===== config.mk =====
export PLATFORM = sky130hd
export DESIGN_NAME = univ_shift_reg
export DESIGN_NICKNAME = d
export VERILOG_FILES = /design/src/rtl/univ_shift_reg.sv
export SDC_FILE = /design/constraint.sdc
export NUM_CORES = 1
export LEC_CHECK = 0
export CAP_MARGIN = 20
export CORE_MARGIN = 1
export CORE_UTILIZATION = 50
export CTS_BUF_LIST = sky130_fd_sc_hd__clkbuf_8
export CTS_CLUSTER_SIZE = 10
export DETAILED_ROUTE_END_ITERATION = 8
export GPL_ROUTABILITY_DRIVEN = 0
export GPL_TIMING_DRIVEN = 0
export PLACE_DENSITY = 0.82
export REMOVE_ABC_BUFFERS = 1
export SETUP_SLACK_MARGIN = 0.1
export SKIP_LAST_GASP = 1
export SLEW_MARGIN = 25
export SYNTH_ARGS = -nofsm -noshare
export SYNTH_HDL_FRONTEND = slang
export SYNTH_SLANG_ARGS = --single-unit

===== constraint.sdc =====
create_clock -name clk -period 2.5 [get_ports clk]
set_input_delay 0.375 -clock clk [delete_from_list [all_inputs] [get_ports clk]]
set_output_delay 0.375 -clock clk [all_outputs]
set_load 0.005 [all_outputs]

===== src/rtl/univ_shift_reg.sv =====
// rtl/univ_shift_reg.sv - universal shift register with parallel load and counted burst engine
module univ_shift_reg #(
  parameter int WIDTH = 8,
  parameter int CNT_W = 4
) (
  input  logic             clk,
  input  logic             reset,
  input  logic             load,
  input  logic [WIDTH-1:0] p_in,
  input  logic [2:0]       mode,
  input  logic             sin_r,
  input  logic             sin_l,
  input  logic             en,
  input  logic             start,
  input  logic [CNT_W-1:0] count,
  output logic [WIDTH-1:0] d_out,
  output logic             sout_r,
  output logic             sout_l,
  output logic             busy,
  output logic             done
);

  typedef enum logic {
    IDLE  = 1'b0,
    SHIFT = 1'b1
  } state_t;

  localparam logic [2:0] M_SRL = 3'b001;
  localparam logic [2:0] M_SLL = 3'b010;
  localparam logic [2:0] M_ROR = 3'b011;
  localparam logic [2:0] M_ROL = 3'b100;
  localparam logic [2:0] M_SRA = 3'b101;

  localparam logic [CNT_W-1:0] CNT_ONE = {{(CNT_W-1){1'b0}}, 1'b1};

  state_t           state, nxt_state;
  logic [CNT_W-1:0] remaining, nxt_remaining;
  logic [2:0]       mode_q, nxt_mode_q;
  logic [WIDTH-1:0] nxt_d;
  logic             nxt_sout_r, nxt_sout_l, nxt_done;
  logic             do_shift;
  logic [2:0]       shift_mode;

  assign busy = (state == SHIFT);

  always_ff @(posedge clk or negedge reset) begin
    if (!reset) begin
      state     <= IDLE;
      remaining <= '0;
      mode_q    <= '0;
      d_out     <= '0;
      sout_r    <= 1'b0;
      sout_l    <= 1'b0;
      done      <= 1'b0;
    end else begin
      state     <= nxt_state;
      remaining <= nxt_remaining;
      mode_q    <= nxt_mode_q;
      d_out     <= nxt_d;
      sout_r    <= nxt_sout_r;
      sout_l    <= nxt_sout_l;
      done      <= nxt_done;
    end
  end

  // Control: decide whether this edge loads, shifts, or arms/ends a burst.
  always_comb begin
    nxt_state     = state;
    nxt_remaining = remaining;
    nxt_mode_q    = mode_q;
    nxt_done      = 1'b0;
    do_shift      = 1'b0;
    shift_mode    = mode;

    case (state)
      IDLE: begin
        if (load) begin
          // data path handles the load below
        end else if (start) begin
          if (count != '0) begin
            nxt_mode_q    = mode;
            nxt_remaining = count;
            nxt_state     = SHIFT;
          end else begin
            nxt_done = 1'b1;
          end
        end else if (en) begin
          do_shift   = 1'b1;
          shift_mode = mode;
        end
      end
      SHIFT: begin
        if (load) begin
          nxt_state     = IDLE;
          nxt_remaining = '0;
        end else begin
          do_shift      = 1'b1;
          shift_mode    = mode_q;
          nxt_remaining = remaining - CNT_ONE;
          if (remaining == CNT_ONE) begin
            nxt_state = IDLE;
            nxt_done  = 1'b1;
          end
        end
      end
      default: nxt_state = IDLE;
    endcase
  end

  // Data path: parallel load wins, otherwise apply the selected shift.
  always_comb begin
    nxt_d      = d_out;
    nxt_sout_r = sout_r;
    nxt_sout_l = sout_l;

    if (load) begin
      nxt_d = p_in;
    end else if (do_shift) begin
      case (shift_mode)
        M_SRL: begin
          nxt_d      = {sin_r, d_out[WIDTH-1:1]};
          nxt_sout_r = d_out[0];
        end
        M_SLL: begin
          nxt_d      = {d_out[WIDTH-2:0], sin_l};
          nxt_sout_l = d_out[WIDTH-1];
        end
        M_ROR: begin
          nxt_d      = {d_out[0], d_out[WIDTH-1:1]};
          nxt_sout_r = d_out[0];
        end
        M_ROL: begin
          nxt_d      = {d_out[WIDTH-2:0], d_out[WIDTH-1]};
          nxt_sout_l = d_out[WIDTH-1];
        end
        M_SRA: begin
          nxt_d      = {d_out[WIDTH-1], d_out[WIDTH-1:1]};
          nxt_sout_r = d_out[0];
        end
        default: begin
          nxt_d = d_out;
        end
      endcase
    end
  end

endmodule


==> impl_metrics.py, run 1 <==
metrics = {
    "run_status": {
        "outcome": "complete, no violations",
    },
    "drt": {
        "route.detailed.vias_per_inst": 5.83,
        "drt_pre_antenna_iters": 4,
        "routedWlPerCell_um": 15.9,
        "drt_wl_total_mm": 2.86,
        "detail_route.drc_violations": 0,
        "drt_iter0_markers": 47,
        "postRouteAntennaNets": 0,
        "vias": 1049,
    },
    "placement": {
        "port_buffers": 33,
        "post-place-ws_ps": -139,
        "dpl.hpwl_mm": 2.19,
        "dp_cells": 176,
    },
    "sta": {
        "min_period_over_period": 0.857,
        "fin_ws_ps": 357,
        "finalWorstPathRequiredPeriod_ps": 2140,
        "max_slew.worst_pin.slew_ps": 874,
        "final_max_slew_viol_count": 0,
        "grt_setup_unrepaired": "no",
        "timing.final.hold_violations": 0,
        "finalClockSkew_ps": 4.34,
        "clock.fmax_mhz": 467,
        "timing.slew.headroom": 0.415,
        "setup_viol": 0,
    },
    "synth": {
        "mappedNetlistArea_sq_um": 1250,
        "top_reg_cell_synth": "sky130_fd_sc_hd__dfrtp_1",
        "synthCells": 120,
        "synthAdderAreaFrac": 0.0200,
        "yosys_register_bits": 19,
        "post_synth_edffs": 0,
        "synth-async-reset-ratio": 1.00,
        "postSynthAreaPerCell_sq_um": 10.4,
        "synth-warning-count": 0,
        "seq_area_frac_synth": 0.380,
        "synth_simple_gate_area_share": 0.173,
        "synth-xor-area-share": 0.0350,
        "synth_compound_area_frac": 0.172,
        "cell_variety_after_synth": 39,
        "synth.area.mux_share": 0.146,
        "main_combinational_cell_family_by_area_after_synthesis": "simple AND/OR/NAND/NOR gates",
    },
    "clock_network": {
        "clock-root-buffer": "sky130_fd_sc_hd__clkbuf_8",
        "clock_transition_time_at_the_flip_flop_clock_pins_of_the_worst_setup_and_hold_paths_ps": 60,
        "cts_hold_buffers": 0,
        "cts.repair.resized": 0,
        "clk_path_buf_depth": 2,
        "cts_post_setup_buffers_inserted": 0,
        "clock_sinks": 19,
        "clk_latency_ps": 250,
        "numCtsBuffers": 3,
        "tritoncts": "yes",
        "htree_num_levels": 1,
    },
    "finish": {
        "area.growth.synth_to_final_pct": 30.2,
        "register_area_sq_um": 475,
        "layout.cells.non_filler": 180,
        "multi_input_comb_area_sq_um": 683,
        "n_antenna_cell": 0,
        "layout-drive-gt1-share": 0.112,
        "filler_cell_count": 178,
        "number_of_nets_at_the_end_of_the_flow": 177,
    },
    "hold_path": {
        "min_path_cells": 2,
        "hold_start": "sout_l",
        "worst_hold_path_type": "reg -> reg",
    },
    "global_route": {
        "grt_first_pass_wirelength_mm": 4.66,
        "globalRouteMet3Util": 0.0117,
        "first_global_vias": 1006,
        "grt.met1_usage": 0.299,
        "largest_net_degree_at_the_start_of_global_routing": 20,
        "track_usage": 0.232,
        "global_route.peak_usage_layer": "met2",
        "antenna_violations_before_repair": 0,
        "grt_overflow_total": 0,
        "met2_usage": 0.404,
    },
    "setup_path": {
        "critical_path.endpoint": "d_out[5]",
        "worst_ep_arrival_time_ps": 2220,
        "regToRegEndpoint": "d_out[5]",
        "path_delay_family": "buffers and inverters",
        "path_depth": 6,
        "critical-path-max-stage-delay_ps": 640,
        "critPathLaunchType": "input port",
        "endpoint_kind": "flop",
        "worst-path-max-fanout": 7,
        "worst_r2r_startpoint": "busy",
        "critical_path.startpoint": "mode[1]",
        "timing.setup.critical_path_class": "in -> reg",
        "rr_worst_depth": 5,
        "ff2ff_setup_slack_ps": 530,
        "critical_path_required_ps": 2580,
        "crit_top_cell": "sky130_fd_sc_hd__nor2_1",
        "critical_path_cell_list": "clkdlybuf4s50_1 > nor3_1 > a2111oi_2 > nor2_1 > nor2_1 > a222oi_1",
        "worst-path-buf-inv": 1,
        "timing.critical_path.slowest_stage_cell": "sky130_fd_sc_hd__clkdlybuf4s50_1",
    },
    "power": {
        "static-leakage-power_nw": 0.727,
        "power.total_mw": 1.19,
        "worst_ir_drop_vdd_v": 0.000524,
        "cell_pwr_density_nw_per_um2": 731,
    },
    "floorplan": {
        "design.die.area_sq_um": 2700,
        "rows": 17,
        "i_o_pin_count": 34,
        "core_area_sq_um": 2280,
        "start_util": 0.549,
        "die-height_um": 52,
        "fp.dieW_um": 52,
    },
    "flow_run": {
        "cap_violations": 0,
    },
}
flip-flops by register name, indices dropped and copies added, names as in the netlist:
name       cells
sout_r         1
busy           1
done           1
mode_q         3
d_out          8
sout_l         1
remaining      4
through the flow:
stage | util | hold WS [ps] | cell area (sq um) | TNS, ps
4_1_cts | 0.714 | 495 | 1630 | 0
3_3_place_gp | 0.694 | 469 | 1580 | -260
5_1_grt | 0.715 | 523 | 1630 | 0
3_5_place_dp | 0.694 | 480 | 1580 | -554
2_1_floorplan | - | 79.4 | 1210 | 0
6_report | 0.715 | 495 | 1630 | 0
worst min-delay path by stage:
stage                     slack, ps     end
after floorplan                  80    busy
after global placement          470  sout_r
after detailed placement        480  sout_l
after CTS                       490  sout_l
after global routing            520  sout_l
final                           500  sout_l
layout by cell type (no fill, tap or decap), types with 2 or more instances in the layout:
master,netlist,layout
sky130_fd_sc_hd__nor4_1,2,2
sky130_fd_sc_hd__nand2_1,4,4
sky130_fd_sc_hd__a21oi_1,2,2
sky130_fd_sc_hd__clkbuf_8,0,3
sky130_fd_sc_hd__ha_1,2,2
sky130_fd_sc_hd__inv_1,15,16
sky130_fd_sc_hd__nor2b_1,2,2
sky130_fd_sc_hd__and3_1,2,2
sky130_fd_sc_hd__a211oi_1,2,2
sky130_fd_sc_hd__o21ai_0,3,3
sky130_fd_sc_hd__mux2i_1,11,11
sky130_fd_sc_hd__mux2i_2,2,2
sky130_fd_sc_hd__clkdlybuf4s50_1,0,32
sky130_fd_sc_hd__mux2_2,4,4
sky130_fd_sc_hd__nor2_1,7,7
sky130_fd_sc_hd__o211ai_1,3,3
sky130_fd_sc_hd__nor3_1,4,4
sky130_fd_sc_hd__a221oi_2,2,2
sky130_fd_sc_hd__xnor2_1,4,4
sky130_fd_sc_hd__a222oi_1,5,5
sky130_fd_sc_hd__o22ai_1,4,4
sky130_fd_sc_hd__dfrtp_1,19,19
cell usage after synthesis, drive strengths merged (3+ instances only):
| cell type | count | area, sq um |
|---|---|---|
| xnor2 | 4 | 35.0 |
| buf | 3 | 27.5 |
| mux2i | 13 | 138 |
| nand2 | 4 | 15.0 |
| nor2 | 8 | 46.3 |
| o21ai | 3 | 15.0 |
| o211ai | 3 | 22.5 |
| dfrtp | 19 | 475 |
| a222oi | 5 | 50.1 |
| inv | 15 | 56.3 |
| o22ai | 4 | 25.0 |
| nor3 | 5 | 36.3 |
| mux2 | 4 | 45.0 |
cell type report:
cell class,instances,area share
Clock buffer,3,0.0254
Clock inverter,1,0.00231
Inverter,15,0.0346
Multi-Input combinational cell,81,0.420
Sequential cell,19,0.292
Tap cell,28,0.0215
Timing Repair Buffer,33,0.204
power by group:
part / leakage [nW] / internal, mW / switching, mW
Sequential: 0.227 / 0.395 / 0.107
Clock: 0.0269 / 0.109 / 0.0977
Combinational: 0.474 / 0.267 / 0.213
worst min-delay path: stages, from the launching register on:
cell and delay, ps:
sky130_fd_sc_hd__dfrtp_1 350, sky130_fd_sc_hd__nand2_1 50, sky130_fd_sc_hd__o21ai_0 60
logic make-up (layout without fill, tap and decap cells):
group	count (synthesis)	in the layout
buffers and inverters	20	52
muxes	17	17
and+or+nand+nor	32	32
AOI/OAI and AO/OA	25	25
adders and majority gates	2	2
xor gates and xnor gates	5	5
DFF	19	19
routing by layer:
layer,routed length [um],up-vias
met5,0,-
met4,29,0
met3,135,4
met2,1430,38
met1,1260,504
li1,-,503
No activity file was read; power rests on OpenSTA's default activity.
==> run 2, diff against run 1 <==
Settings changed: CORE_UTILIZATION 50 to 49, GPL_ROUTABILITY_DRIVEN 0 to 1, GPL_TIMING_DRIVEN 0 to unset, PLACE_DENSITY 0.82 to 0.81.
Clock period 2.5 ns to 2.45 ns, I/O delays scaled along.
==> run 2 against run 1 <==
Worst hold slack lost 53 ps. Register-to-register slack hardly changed. Highest routed layer unchanged. First-iteration DRC count rose by 17%. Global-route usage increased by 1.8 points. Clock power up 7%. Non-clock buffer count grew 4. Sequential power rose by 3%. Design area rose by 1.8%.
==> impl_metrics.py, run 2 (synthesis results as in run 1) <==
metrics = {
    "global_route": {
        "track_usage": 0.250,
        "grt_overflow_total": 0,
        "grt_first_pass_wirelength_mm": 4.93,
        "first_global_vias": 1073,
        "antenna_violations_before_repair": 0,
        "largest_net_degree_at_the_start_of_global_routing": 20,
    },
    "drt": {
        "drt_pre_antenna_iters": 4,
        "detail_route.drc_violations": 0,
        "drt_wl_total_mm": 3.12,
        "vias": 1100,
        "routedWlPerCell_um": 17.0,
        "drt_iter0_markers": 55,
        "route.detailed.vias_per_inst": 5.98,
        "postRouteAntennaNets": 0,
    },
    "power": {
        "worst_ir_drop_vdd_v": 0.000589,
        "cell_pwr_density_nw_per_um2": 750,
        "power.total_mw": 1.24,
        "static-leakage-power_nw": 0.737,
    },
    "floorplan": {
        "i_o_pin_count": 34,
        "design.die.area_sq_um": 2760,
        "fp.dieW_um": 52.5,
        "core_area_sq_um": 2300,
        "die-height_um": 52.5,
        "rows": 17,
        "start_util": 0.544,
    },
    "clock_network": {
        "cts.repair.resized": 0,
        "htree_num_levels": 1,
        "clock_transition_time_at_the_flip_flop_clock_pins_of_the_worst_setup_and_hold_paths_ps": 70,
        "cts_hold_buffers": 0,
        "clock-root-buffer": "sky130_fd_sc_hd__clkbuf_8",
        "cts_post_setup_buffers_inserted": 0,
        "clk_path_buf_depth": 2,
        "tritoncts": "yes",
        "clk_latency_ps": 260,
        "clock_sinks": 19,
        "numCtsBuffers": 3,
    },
    "setup_path": {
        "timing.setup.critical_path_class": "in -> reg",
        "worst_ep_arrival_time_ps": 2080,
        "critical_path_required_ps": 2530,
        "critPathLaunchType": "input port",
        "endpoint_kind": "flop",
        "ff2ff_setup_slack_ps": 540,
        "worst-path-max-fanout": 7,
    },
    "finish": {
        "regMostFlops": "d_out",
        "layout.cells.most_common_list": "sky130_fd_sc_hd__clkdlybuf4s50_1, sky130_fd_sc_hd__dfrtp_1, sky130_fd_sc_hd__inv_1, sky130_fd_sc_hd__mux2i_1, sky130_fd_sc_hd__nor2_1",
        "number_of_nets_at_the_end_of_the_flow": 181,
        "area.growth.synth_to_final_pct": 32.5,
        "largest_register_ff_count": 8,
        "top_regs": "d_out (8), remaining (4), mode_q (3)",
        "layout-drive-gt1-share": 0.141,
        "layout.cells.most_common": "sky130_fd_sc_hd__clkdlybuf4s50_1",
        "n_antenna_cell": 0,
    },
    "sta": {
        "worst_hold_slack_ps": 442,
        "min_period_over_period": 0.815,
        "finalWorstPathRequiredPeriod_ps": 2000,
        "max_slew.worst_pin.slew_ps": 746,
        "finalClockSkew_ps": 2.38,
        "clock.fmax_mhz": 501,
        "final_max_slew_viol_count": 0,
        "timing.slew.headroom": 0.499,
        "setup_tns_ps": 0,
        "setup_viol": 0,
        "grt_setup_unrepaired": "no",
        "timing.final.hold_violations": 0,
    },
    "run_status": {
        "outcome": "complete, no violations",
    },
    "placement": {
        "port_buffers": 33,
        "dpl.hpwl_mm": 2.28,
        "place.gp.congestion": 0.833,
    },
    "flow_run": {
        "cap_violations": 0,
    },
    "hold_path": {
        "worst_hold_path_type": "in -> async",
    },
}
run 2: cell count changes in the layout (fill, tap and decap cells not counted):
cell                              previous run  this run
sky130_fd_sc_hd__inv_1                      16        15
sky130_fd_sc_hd__dlymetal6s2s_1              1         0
sky130_fd_sc_hd__clkinv_2                    0         1
sky130_fd_sc_hd__buf_4                       0         4
sky130_fd_sc_hd__clkdlybuf4s50_1            32        33
run 2: area by class of cell:
cell class	count	area [sq um]
well taps	28	35.0
fillers	180	641
repair buffers	37	360
multi-input cells	81	683
clock buffers	3	41.3
flip-flops and latches	19	475
inverters	15	56.3
clock inverters	1	5.00
run 2: worst paths after layout:
path	from	to	depth (start not counted)
max in group asynchronous	reset	remaining[1]	2
max reg2reg	busy	d_out[5]	5
min reg2reg	sout_r	sout_r	2
min	reset	remaining[2]	2
max	mode[1]	d_out[5]	5
min in group clk	sout_r	sout_r	2
run 2: routing by layer:
metal	wire length (um)	track usage
met3	239	0.0638
met5	0	0
met2	1430	0.380
met1	1410	0.333
met4	35	0.110
run 2: through the flow:
stage | instance area (sq um) | utilization | cells | setup WS (ps)
detailed placement | 1610 | 0.701 | 180 | 164
global route | 1660 | 0.721 | 184 | 360
global placement | 1610 | 0.701 | 180 | 281
finish | 1660 | 0.721 | 184 | 453
floorplan | 1210 | - | 115 | 832
CTS | 1660 | 0.721 | 184 | 437
run 2: worst max-delay path, stage by stage:
cell and delay [ps]:
sky130_fd_sc_hd__clkdlybuf4s50_1 520, sky130_fd_sc_hd__nor3_1 260, sky130_fd_sc_hd__a2111oi_2 90, sky130_fd_sc_hd__nor3_1 640, sky130_fd_sc_hd__a222oi_1 190
run 2: power by group:
| part | total (mW) | leakage [nW] | internal (mW) | switching, mW |
|---|---|---|---|---|
| logic | 0.505 | 0.485 | 0.280 | 0.225 |
| clock network | 0.222 | 0.0255 | 0.113 | 0.109 |
| registers | 0.515 | 0.227 | 0.403 | 0.112 |
==> run 3, diff against run 2 <==
Clock period 2.45 ns to 2 ns, I/O delays scaled along.
==> run 3 against run 2 <==
Sequential power up 23%. Non-clock buffer count up 8. Clock skew down 1.1 ps. Flip-flop and latch count unchanged. Largest cell class unchanged. Clock power up 28%. Critical path type is now reg -> reg. Via count up 3.0%. First-iteration DRC count down 1.8%.
==> impl_metrics.py, run 3 (synthesis results as in run 1) <==
metrics = {
    "sta": {
        "timing.final.hold_violations": 0,
        "finalClockSkew_ps": 1.26,
        "max_slew.worst_pin.slew_ps": 410,
        "setup_viol": 0,
        "final_max_slew_viol_count": 0,
        "min_period_over_period": 0.923,
        "grt_setup_unrepaired": "no",
        "clock.fmax_mhz": 542,
        "timing.slew.headroom": 0.724,
        "fin_ws_ps": 153,
        "finalWorstPathRequiredPeriod_ps": 1850,
    },
    "finish": {
        "number_of_nets_at_the_end_of_the_flow": 189,
        "multi_input_comb_area_sq_um": 699,
        "layout.cells.most_common_list": "sky130_fd_sc_hd__clkdlybuf4s50_1, sky130_fd_sc_hd__dfrtp_1, sky130_fd_sc_hd__inv_1, sky130_fd_sc_hd__buf_4, sky130_fd_sc_hd__mux2i_1",
        "n_antenna_cell": 0,
        "register_area_sq_um": 475,
        "layout-drive-gt1-share": 0.195,
        "layout.cells.most_common": "sky130_fd_sc_hd__clkdlybuf4s50_1",
        "filler_cell_count": 161,
        "finish.utilization": 0.755,
        "area.growth.synth_to_final_pct": 38.8,
        "largest_register_ff_count": 8,
        "regMostFlops": "d_out",
        "top_regs": "d_out (8), remaining (4), mode_q (3)",
    },
    "setup_path": {
        "worst_ep_arrival_time_ps": 2000,
        "endpoint_kind": "flop",
        "worst-path-max-fanout": 9,
        "critical_path_required_ps": 2150,
        "timing.setup.critical_path_class": "reg -> reg",
        "critPathLaunchType": "flop",
    },
    "drt": {
        "vias": 1133,
        "postRouteAntennaNets": 0,
        "route.detailed.vias_per_inst": 5.90,
        "m1WireLength_mm": 1.49,
        "met2_length_mm": 1.71,
        "highest-signal-layer": "met4",
        "drt_iter0_markers": 54,
        "drt_pre_antenna_iters": 6,
        "routedWlPerCell_um": 17.8,
        "dr_wl_met3_um": 178,
        "detail_route.drc_violations": 0,
        "drt_wl_total_mm": 3.42,
    },
    "global_route": {
        "antenna_violations_before_repair": 0,
        "grt_first_pass_wirelength_mm": 5.40,
        "grt_overflow_total": 0,
        "track_usage": 0.279,
        "first_global_vias": 1139,
        "largest_net_degree_at_the_start_of_global_routing": 20,
    },
    "clock_network": {
        "clock_transition_time_at_the_flip_flop_clock_pins_of_the_worst_setup_and_hold_paths_ps": 80,
        "numCtsBuffers": 3,
        "clock-root-buffer": "sky130_fd_sc_hd__clkbuf_8",
        "tritoncts": "yes",
        "htree_num_levels": 1,
        "clock_sinks": 19,
        "clk_path_buf_depth": 2,
        "clk_latency_ps": 260,
    },
    "floorplan": {
        "rows": 17,
        "start_util": 0.544,
        "die-height_um": 52.5,
        "core_area_sq_um": 2300,
        "i_o_pin_count": 34,
        "fp.dieW_um": 52.5,
        "design.die.area_sq_um": 2760,
    },
    "flow_run": {
        "cap_violations": 0,
    },
    "placement": {
        "post-place-ws_ps": -325,
        "place.gp.congestion": 0.825,
        "port_buffers": 33,
        "dpl.hpwl_mm": 2.41,
    },
    "power": {
        "worst_ir_drop_vdd_v": 0.000762,
        "static-leakage-power_nw": 0.788,
        "cell_pwr_density_nw_per_um2": 902,
    },
    "run_status": {
        "outcome": "complete, no violations",
    },
    "hold_path": {
        "worst_hold_path_type": "in -> async",
    },
}
==> run 3: cell count changes in the layout (fill, tap and decap cells not counted), sizes merged <==
| cell | previous run | this run |
|---|---|---|
| buf | 4 | 12 |
| clkdlybuf4s50 | 33 | 32 |
| dlymetal6s2s | 0 | 1 |
==> run 3: worst max-delay path: stages (launching register included) <==
cell and delay, ps:
sky130_fd_sc_hd__dfrtp_1 610, sky130_fd_sc_hd__nand2b_4 180, sky130_fd_sc_hd__and3b_1 280, sky130_fd_sc_hd__nor2_8 200, sky130_fd_sc_hd__mux2i_1 120, sky130_fd_sc_hd__a222oi_1 340
==> run 3: worst paths after layout <==
path                            startpoint  endpoint  slack (ps)  depth (start not counted)
worst max-delay path                  busy  d_out[2]         150                          5
worst min-delay path                 reset  d_out[7]         380                          2
worst max register to register        busy  d_out[2]         150                          5
worst min register to register      sout_l    sout_l         500                          2
max in group asynchronous            reset  d_out[1]        1410                          2
min in group clk                    sout_l    sout_l         500                          2
==> run 3: layout make-up <==
| cell class | instances | share of cell area |
|---|---|---|
| clock inverters | 1 | 0.00288 |
| inverters | 15 | 0.0324 |
| multi-input cells | 81 | 0.403 |
| clock buffers | 3 | 0.0238 |
| flip-flops and latches | 19 | 0.274 |
| well taps | 28 | 0.0202 |
| repair buffers | 45 | 0.244 |
==> run 3: report_power, final <==
| part | switching, mW | internal [mW] | total, mW |
|---|---|---|---|
| Combinational | 0.286 | 0.363 | 0.649 |
| Clock | 0.145 | 0.139 | 0.285 |
| Sequential | 0.139 | 0.493 | 0.632 |
| Total | 0.571 | 0.995 | 1.57 |
==> run 3: what timing repair did <==
action                                  4_1_cts  5_1_grt
setup buffers                                 1        0
endpoints found under the setup margin        6        7
resized for setup                             1        3
pin swaps                                     1        0
hold endpoints to repair                      0        0
hold buffers                                  0        0
==> run 3: stage by stage <==
stage | std cells | hold slack [ps] | total power [mW] | instance area (sq um) | setup TNS (ps)
after CTS | 192 | 381 | 1.56 | 1720 | 0
final | 192 | 377 | 1.57 | 1740 | 0
after detailed placement | 187 | 483 | 1.27 | 1660 | -1600
after global placement | 187 | 466 | 1.23 | 1660 | -335
after floorplan | 115 | 4.41 | 0.962 | 1210 | 0
after global routing | 192 | 411 | 1.66 | 1740 | 0
==> run 3: metal layers <==
metal / track usage / up-vias
li1: - / 527
met1: 0.345 / 552
met2: 0.479 / 48
met3: 0.0435 / 6
met4: 0.110 / 0
met5: 0 / -
